[config.mk]
export PLATFORM = sky130hd
export DESIGN_NAME = timer_unit_flat
export DESIGN_NICKNAME = d
export VERILOG_FILES = /design/src/rtl/timer_unit_if.sv /design/src/rtl/timer_unit.sv /design/src/flat_wrapper.sv
export SDC_FILE = /design/constraint.sdc
export NUM_CORES = 1
export LEC_CHECK = 0
export ABC_AREA = 1
export CAP_MARGIN = 0
export CORE_MARGIN = 5
export CORE_UTILIZATION = 45
export DETAILED_ROUTE_END_ITERATION = 10
export GPL_TIMING_DRIVEN = 1
export PLACE_DENSITY_LB_ADDON = 0.25
export SLEW_MARGIN = 20
export SYNTH_ARGS = -nofsm -noshare
export SYNTH_HDL_FRONTEND = slang
export SYNTH_SLANG_ARGS = --single-unit
[constraint.sdc]
create_clock -name clk_i -period 1.79 [get_ports clk_i]
set_input_delay 0.358 -clock clk_i [delete_from_list [all_inputs] [get_ports clk_i]]
set_output_delay 0.358 -clock clk_i [all_outputs]
set_load 0.01 [all_outputs]
[src/rtl/timer_unit_if.sv]
// Register bus between the CPU and a timer_unit instance.
// Same address/data/strobe layout as the output_compare bus.
interface timer_unit_if;
  logic [12:0] addr_i;
  logic [31:0] data_i;
  logic        en_i;
  logic [3:0]  we_i;
  logic [31:0] data_o;

  modport master (
    output addr_i,
    output data_i,
    output en_i,
    output we_i,
    input  data_o
  );

  modport slave (
    input  addr_i,
    input  data_i,
    input  en_i,
    input  we_i,
    output data_o
  );
endinterface

[src/rtl/timer_unit.sv]
// Prescaled up-counter with programmable period, sticky overflow and irq.
// tm_o / tm_of_o feed an output_compare timer input.
module timer_unit #(
  parameter int WIDTH   = 32,
  parameter int PRESC_W = 16
) (
  input  logic             clk_i,
  input  logic             rst_ni,
  timer_unit_if.slave      bus,
  output logic [WIDTH-1:0] tm_o,
  output logic             tm_of_o,
  output logic             irq_o
);

  localparam logic [12:0] A_CONF  = 13'h000;
  localparam logic [12:0] A_COUNT = 13'h004;
  localparam logic [12:0] A_PER   = 13'h008;
  localparam logic [12:0] A_PRESC = 13'h00C;
  localparam logic [12:0] A_STAT  = 13'h010;

  logic               wr;
  logic               rd;
  logic               a_conf;
  logic               a_count;
  logic               a_per;
  logic               a_presc;
  logic               a_stat;
  logic               w_conf;
  logic               w_count;
  logic               w_per;
  logic               w_presc;
  logic               w_clr;
  logic               tick;
  logic               wrap;
  logic               cf_en;
  logic               cf_os;
  logic               cf_ie;
  logic               ovf;
  logic               of_q;
  logic [WIDTH-1:0]   count;
  logic [WIDTH-1:0]   period;
  logic [PRESC_W-1:0] presc;
  logic [PRESC_W-1:0] pcnt;
  logic [31:0]        rdata;

  function automatic logic [31:0] lanes(
    input logic [31:0] old,
    input logic [31:0] nw,
    input logic [3:0]  be
  );
    logic [31:0] r;
    r = old;
    for (int i = 0; i < 4; i++)
      if (be[i]) r[8*i +: 8] = nw[8*i +: 8];
    return r;
  endfunction

  assign wr      = bus.en_i && (|bus.we_i);
  assign rd      = bus.en_i && (bus.we_i == 4'b0000);
  assign a_conf  = (bus.addr_i == A_CONF);
  assign a_count = (bus.addr_i == A_COUNT);
  assign a_per   = (bus.addr_i == A_PER);
  assign a_presc = (bus.addr_i == A_PRESC);
  assign a_stat  = (bus.addr_i == A_STAT);
  assign w_conf  = wr && a_conf && bus.we_i[0];
  assign w_count = wr && a_count;
  assign w_per   = wr && a_per;
  assign w_presc = wr && a_presc;
  assign w_clr   = wr && a_stat && bus.we_i[0] && bus.data_i[0];

  // A bus write to COUNT suppresses both increment and wrap.
  assign tick = cf_en && (pcnt == presc);
  assign wrap = tick && !w_count && (count >= period);

  assign tm_o    = count;
  assign tm_of_o = of_q;
  assign irq_o   = ovf & cf_ie;

  // Read mux over the current register values.
  always_comb begin
    rdata = '0;
    unique case (1'b1)
      a_conf:  rdata = {29'b0, cf_ie, cf_os, cf_en};
      a_count: rdata = 32'(count);
      a_per:   rdata = 32'(period);
      a_presc: rdata = 32'(presc);
      a_stat:  rdata = {31'b0, ovf};
      default: rdata = '0;
    endcase
  end

  // Prescaler: restarts on PRESC write, while disabled, and on each tick.
  always_ff @(posedge clk_i or negedge rst_ni) begin
    if (!rst_ni) begin
      pcnt <= '0;
    end else if (w_presc || !cf_en || tick) begin
      pcnt <= '0;
    end else begin
      pcnt <= pcnt + 1'b1;
    end
  end

  // Counter and overflow pulse, registered together so of shows with 0.
  always_ff @(posedge clk_i or negedge rst_ni) begin
    if (!rst_ni) begin
      count <= '0;
      of_q  <= 1'b0;
    end else begin
      of_q <= wrap;
      if (w_count)
        count <= WIDTH'(lanes(32'(count), bus.data_i, bus.we_i));
      else if (wrap)
        count <= '0;
      else if (tick)
        count <= count + 1'b1;
    end
  end

  // CONF: explicit EN write wins over the one-shot auto-disable.
  always_ff @(posedge clk_i or negedge rst_ni) begin
    if (!rst_ni) begin
      cf_en <= 1'b0;
      cf_os <= 1'b0;
      cf_ie <= 1'b0;
    end else if (w_conf) begin
      cf_en <= bus.data_i[0];
      cf_os <= bus.data_i[1];
      cf_ie <= bus.data_i[2];
    end else if (wrap && cf_os) begin
      cf_en <= 1'b0;
    end
  end

  // PERIOD and PRESC with per-byte enables.
  always_ff @(posedge clk_i or negedge rst_ni) begin
    if (!rst_ni) begin
      period <= '0;
      presc  <= '0;
    end else begin
      if (w_per)
        period <= WIDTH'(lanes(32'(period), bus.data_i, bus.we_i));
      if (w_presc)
        presc <= PRESC_W'(lanes(32'(presc), bus.data_i, bus.we_i));
    end
  end

  // Sticky overflow: a wrap in the same cycle beats the W1C clear.
  always_ff @(posedge clk_i or negedge rst_ni) begin
    if (!rst_ni) begin
      ovf <= 1'b0;
    end else if (wrap) begin
      ovf <= 1'b1;
    end else if (w_clr) begin
      ovf <= 1'b0;
    end
  end

  // Registered read data, held when no read is issued.
  always_ff @(posedge clk_i or negedge rst_ni) begin
    if (!rst_ni) begin
      bus.data_o <= '0;
    end else if (rd) begin
      bus.data_o <= rdata;
    end
  end

endmodule

[src/flat_wrapper.sv]
// flat-port wrapper written by rule: the top's interface ports become plain ports
module timer_unit_flat 
#(
  parameter int WIDTH   = 32,
  parameter int PRESC_W = 16
)
  (clk_i, rst_ni, tm_o, tm_of_o, irq_o, bus_addr_i, bus_data_i, bus_en_i, bus_we_i, bus_data_o);
  timer_unit_if bus_i ();
  input  logic clk_i;
  input  logic rst_ni;
  output logic [WIDTH-1:0] tm_o;
  output logic tm_of_o;
  output logic irq_o;
  input wire logic [$bits(bus_i.addr_i)-1:0] bus_addr_i;
  input wire logic [$bits(bus_i.data_i)-1:0] bus_data_i;
  input wire logic [$bits(bus_i.en_i)-1:0] bus_en_i;
  input wire logic [$bits(bus_i.we_i)-1:0] bus_we_i;
  output wire logic [$bits(bus_i.data_o)-1:0] bus_data_o;
  assign bus_i.addr_i = bus_addr_i;
  assign bus_i.data_i = bus_data_i;
  assign bus_i.en_i = bus_en_i;
  assign bus_i.we_i = bus_we_i;
  assign bus_data_o = bus_i.data_o;
  timer_unit #(.WIDTH(WIDTH), .PRESC_W(PRESC_W)) u_core (.clk_i(clk_i), .rst_ni(rst_ni), .bus(bus_i), .tm_o(tm_o), .tm_of_o(tm_of_o), .irq_o(irq_o));
endmodule
==> results.json, run 1 <==
{
  "cts_tree": "built",
  "gp_congestion": 0.987,
  "min_period_over_period": 1.12,
  "die_h_um": 146,
  "yosysTopAreaCell": "dfrtp_1",
  "cp-end-kind": "flop",
  "start_util": 0.461,
  "slew_headroom": 0.688,
  "reg2regPathDepth": 12,
  "num_rows": 49,
  "clk_pin_slew_ps": 60,
  "slew_violations": 0,
  "io_pins": 118,
  "clock_skew_ps": 9.06,
  "numCtsBuffers": 17,
  "synth_edf_count": 0,
  "cts_max_level": 4,
  "grt_pass1_vias": 8985,
  "areaGrowthSynthToFinish_pct": 55.6,
  "final_cell_mix": "305 x nand2_1, 208 x buf_4, 134 x inv_1",
  "violations": "setup timing",
  "min-delay-path-class": "in2async",
  "nFillCells": 1343,
  "final_cells": 1747,
  "max_cap_violations": 0,
  "io_buffers": 117,
  "drt_iter0_drc": 830,
  "worst_slew_pin_slew_ps": 468,
  "clock_sinks": 133,
  "synthFlopType": "dfrtp_1",
  "power.density_nw_per_um2": 527,
  "ys_ff_latch": 133,
  "wl_per_cell_um": 17.5,
  "synth_cells": 1160,
  "synthAdderAreaFrac": 0.0509,
  "via_per_inst": 5.37,
  "r2r_end": "u_core.tm_o[24]",
  "fin_crit_ps": 2010,
  "yosysWarningCount": 0,
  "crit_fanout": 5,
  "core_sq_um": 18100,
  "worstSkewPairLatency_ps": 440,
  "ir_drop_v": 0.000660,
  "ff2ff_setup_slack_ps": -220,
  "layout_commonest_cell": "nand2_1",
  "die-area_sq_um": 21400,
  "syn_area_sq_um": 8360,
  "synth_compound_area_frac": 0.115,
  "antenna_left": 0,
  "ys_types": 47,
  "fmax_mhz": 497,
  "setup_viol": 35,
  "r2r-start": "u_core.tm_o[1]",
  "rsz0062_at_grt": "true",
  "endpoint": "u_core.tm_o[24]",
  "grt.overflow.total": 0,
  "antenna_found_initial": 0,
  "criticalPathCategory": "reg2reg",
  "vias": 9377,
  "place_inst": 1690,
  "worstSetupStartpointType": "flop",
  "syn_nets": 1246,
  "synth_top_area_share": 0.398,
  "startpoint": "u_core.tm_o[1]",
  "grt_max_degree": 43,
  "layout.nets": 1591,
  "die_w_um": 146,
  "synth_xor_xnor_area_share": 0.0210,
  "cp.arrival_ps": 2380,
  "pre_cts_ws_ps": -560,
  "hold_viol": 0,
  "drc": 0,
  "ys_seq_area_frac": 0.398,
  "critical_path_required_ps": 2160,
  "p_leak_nw": 6.38,
  "root_buffer": "clkbuf_16",
  "diodes": 0,
  "place_hpwl_mm": 22.0,
  "synth_area_leaders": "dfrtp_1 40%, nand2_1 16%, inv_1 7.0%",
  "drt_wl_total_mm": 30.6,
  "synth.mux.area_fraction": 0.0214,
  "status": "complete, but fails checks",
  "dr.pass1.iters": 5,
  "yosys.area_share.simple": 0.302,
  "synth_top_family_by_area": "simple AND/OR/NAND/NOR gates",
  "track_usage": 0.268,
  "grt_first_pass_wirelength_mm": 46.1,
  "clk_path_buf_depth": 2,
  "avgSynthCellArea_sq_um": 7.21,
  "synthArstFlopShare": 1.00,
  "final_layout_size_suffix_gt1_frac": 0.314,
  "fin_ws_ps": -222
}
cells in the mapped netlist (12+ instances only):
cell      number
nand4_1       12
o221ai_1      13
inv_1        157
xor2_1        19
nor3_1        26
clkbuf_1      12
dfrtp_1      133
a21oi_1       50
nand3_1       34
nor2_1       142
nand2_1      352
o21ai_0       67
mux2_2        15
o22ai_1       16
ha_1          34
area by class of cell:
type	instances	area, sq um	area share
Tap cell	229	287	0.0220
Sequential cell	133	3330	0.256
Clock buffer	21	470	0.0362
Inverter	166	633	0.0487
Multi-Input combinational cell	834	5030	0.387
Clock inverter	11	100	0.00769
Timing Repair Buffer	353	3160	0.243
worst min path at each step:
stage	slack (ps)	to	cells after the start	from
floorplan	60	u_core.bus.data_o[0]	0	rst_ni
global placement	340	u_core.cf_os	1	rst_ni
finish	420	u_core.cf_os	2	rst_ni
global route	480	u_core.presc[4]	2	rst_ni
detailed placement	350	u_core.cf_os	1	rst_ni
CTS	430	u_core.cf_os	2	rst_ni
state kept, by name, summed over array words and instances (netlist names):
name / cells
u_core.tm_o: 32
u_core.cf_os: 1
u_core.bus.data_o: 32
u_core.pcnt: 16
u_core.presc: 16
u_core.cf_ie: 1
u_core.ovf: 1
u_core.tm_of_o: 1
u_core.cf_en: 1
u_core.period: 32
kinds of logic after synthesis:
logic type	count (synthesis)
multiplexers	16
flip-flops	133
AND/OR/NAND/NOR	599
adder cells (fa/ha/maj)	34
XOR/XNOR	20
AO/OA/AOI/OAI	165
buffers and inverters	193
through the flow:
| stage | hold WS (ps) | total power [mW] | util | instance area (sq um) | setup TNS [ps] |
|---|---|---|---|---|---|
| 2_1_floorplan | 62.4 | 3.14 | - | 8360 | 0 |
| 3_3_place_gp | 342 | 3.43 | 0.630 | 11400 | -52890 |
| 3_5_place_dp | 346 | 3.43 | 0.630 | 11400 | -56970 |
| 4_1_cts | 433 | 6.84 | 0.676 | 12300 | -4410 |
| 5_1_grt | 476 | 7.02 | 0.717 | 13000 | -11090 |
| 6_report | 425 | 6.86 | 0.717 | 13000 | -6570 |
what timing repair did:
action / 4_1_cts / 5_1_grt
hold buffers: 1 / 0
endpoints found under the setup margin: 112 / 108
cloned: 1 / 2
setup buffers: 8 / 14
pin swaps: 23 / 46
hold endpoints to repair: 26 / 0
resized for setup: 97 / 169
worst max-delay path, cell delays in order, from the launching register on:
cell	delay (ps)
dfrtp_2	400
buf_4	130
ha_1	160
nand2_1	90
nor2_2	180
buf_4	140
nand2_2	100
inv_2	100
nand2_1	110
xor2_1	160
nor2_1	180
nand2_4	70
a21oi_2	130
per-layer routing:
metal,track usage,vias to the layer above,part of all wire
met1,0.363,4462,0.42
met3,0.0536,73,0.074
li1,-,4412,-
met4,0.0908,0,0.029
met5,0,-,0
met2,0.431,430,0.47
power by group:
group          total [mW]  internal, mW  switching [mW]
Clock                3.45          2.02            1.43
Sequential           3.02          3.01         0.00510
Combinational       0.381         0.175           0.206
Power figures use the tool's default switching activity.
==> inputs of run 2 (changes only) <==
CTS_BUF_LIST = sky130_fd_sc_hd__clkbuf_8   (was default)
CTS_CLUSTER_DIAMETER = 50   (was default)
PLACE_DENSITY = 0.7   (was default)
PLACE_DENSITY_LB_ADDON = default   (was 0.25)
==> run 2 against run 1 <==
The run still ends with setup timing left. First-iteration DRC count increased by 2.8%. Hold slack got worse by 51 ps. Fmax decreased by 6.8%.
==> results.json, run 2 (synthesis results as in run 1) <==
{
  "status": "complete, but fails checks",
  "violations": "setup timing",
  "wl_per_cell_um": 17.5,
  "criticalPathCategory": "reg2reg",
  "grt_max_degree": 41,
  "worst_slew_pin_slew_ps": 447,
  "pre_cts_ws_ps": -629,
  "max_stage_delay_ps": 380,
  "cp.arrival_ps": 2510,
  "io_pins": 118,
  "regArea_sq_um": 3330,
  "worstSkewPairLatency_ps": 490,
  "clk_path_buf_depth": 2,
  "fmax_mhz": 463,
  "final_cell_area_sq_um": 12800,
  "start_util": 0.461,
  "ff2ff_setup_slack_ps": -370,
  "r2r-start": "u_core.period[30]",
  "worstSetupStartpointType": "flop",
  "final_cell_mix": "314 x nand2_1, 196 x buf_4, 142 x inv_1",
  "max_cap_violations": 0,
  "layout_commonest_cell": "nand2_1",
  "cp-end-kind": "flop",
  "final_layout_size_suffix_gt1_frac": 0.285,
  "setup_viol": 35,
  "critical_path_required_ps": 2140,
  "via_per_inst": 5.30,
  "multi_input_area_sq_um": 4940,
  "postPlaceCellArea_sq_um": 11300,
  "hold_viol": 0,
  "track_usage": 0.268,
  "power.density_nw_per_um2": 500,
  "slew_violations": 0,
  "crit_chain": "inv_2, ha_4, nand2_4, nor2_4, nand4_1, a21oi_2, nor2_2, nand2_2, nand2_8, buf_16, nand2_2, a21oi_2",
  "areaGrowthSynthToFinish_pct": 53.0,
  "slowest_stage": "dfrtp_1",
  "power_mw": 6.40,
  "antenna_left": 0,
  "ir_drop_v": 0.000485,
  "reg2regPathDepth": 12,
  "clk_pin_slew_ps": 80,
  "min_period_over_period": 1.21,
  "num_rows": 49,
  "numCtsBuffers": 17,
  "grt_first_pass_wirelength_mm": 45.9,
  "core_sq_um": 18100,
  "clock_sinks": 133,
  "holdWs_ps": 374,
  "clock_skew_ps": 15.5,
  "crit_fanout": 8,
  "grt_pass1_vias": 8985,
  "die_h_um": 146,
  "min-delay-path-class": "in2async",
  "fin_ws_ps": -368,
  "grt.overflow.total": 0,
  "vias": 9203,
  "cts_max_level": 4,
  "cts_tree": "built",
  "drt_wl_total_mm": 30.3,
  "drt_iter0_drc": 853,
  "die-area_sq_um": 21400,
  "die_w_um": 146,
  "rsz0062_at_grt": "true",
  "layout.nets": 1580,
  "final_util": 0.705,
  "io_buffers": 117,
  "drc": 0,
  "antenna_found_initial": 0,
  "slew_headroom": 0.702,
  "root_buffer": "clkbuf_8",
  "fin_crit_ps": 2160,
  "nFillCells": 1453,
  "diodes": 0,
  "dr.pass1.iters": 5,
  "r2r_end": "u_core.tm_o[20]",
  "place_hpwl_mm": 21.9,
  "gp_congestion": 0.958,
  "p_leak_nw": 6.33
}
-- run 2: cell types whose count changed in the layout (fill, tap and decap cells not counted), sizes merged, moves of 2 or more --
cell           delta
buf              -14
dlygate4sd2      -10
dlymetal6s2s      +8
bufinv            +4
clkdlybuf4s15     +2
-- run 2: worst max-delay path by stage --
stage | from | end | slack, ps | depth (start not counted)
after floorplan | u_core.tm_o[15] | u_core.cf_en | 20 | 13
after global placement | bus_we_i[1] | u_core.tm_o[15] | -520 | 11
after detailed placement | bus_we_i[1] | u_core.tm_o[12] | -630 | 11
after CTS | u_core.tm_o[29] | u_core.tm_o[26] | -250 | 11
after global routing | u_core.tm_o[30] | u_core.tm_o[20] | -390 | 11
final | u_core.period[30] | u_core.tm_o[20] | -370 | 12
-- run 2: power breakdown --
| group | total, mW | switching (mW) | internal (mW) |
|---|---|---|---|
| registers | 3.02 | 0.00598 | 3.01 |
| clock network | 3.00 | 1.31 | 1.69 |
| logic | 0.386 | 0.206 | 0.180 |
| total | 6.40 | 1.53 | 4.88 |
-- run 2: metal layers --
| layer | vias to the layer above | global-route usage | routed length (um) |
|---|---|---|---|
| met4 | 0 | 0.0978 | 814 |
| met3 | 66 | 0.0635 | 2460 |
| li1 | 4388 | - | - |
| met5 | - | 0 | 0 |
| met2 | 418 | 0.433 | 14500 |
| met1 | 4331 | 0.353 | 12600 |
-- run 2: repair_timing --
action                                 4_1_cts  5_1_grt
endpoints found under the hold margin       35        0
cloned                                       2        4
gates resized for setup                     93      139
hold buffers                                 1        0
buffers inserted                             7       16
setup endpoints to repair                  114      124
pin swaps                                   14       50
-- run 2: worst max-delay path: cells and delay by family (launching register included) --
family          cells  cell delay (ps)
fa+ha+maj           1              280
simple gates        7              810
compound gates      2              320
flops               1              380
buf+inv             2              250
-- run 2: final cells by class --
class	instances	share of cell area
well taps	229	0.0224
flip-flops and latches	133	0.260
clock inverters	14	0.0162
inverters	166	0.0495
clock buffers	18	0.0194
multi-input cells	835	0.386
repair buffers	341	0.246
-- run 2: through the flow --
stage	TNS (ps)	cells
2_1_floorplan	0	1160
3_3_place_gp	-56900	1676
3_5_place_dp	-61910	1676
4_1_cts	-6360	1718
5_1_grt	-11720	1736
6_report	-11140	1736
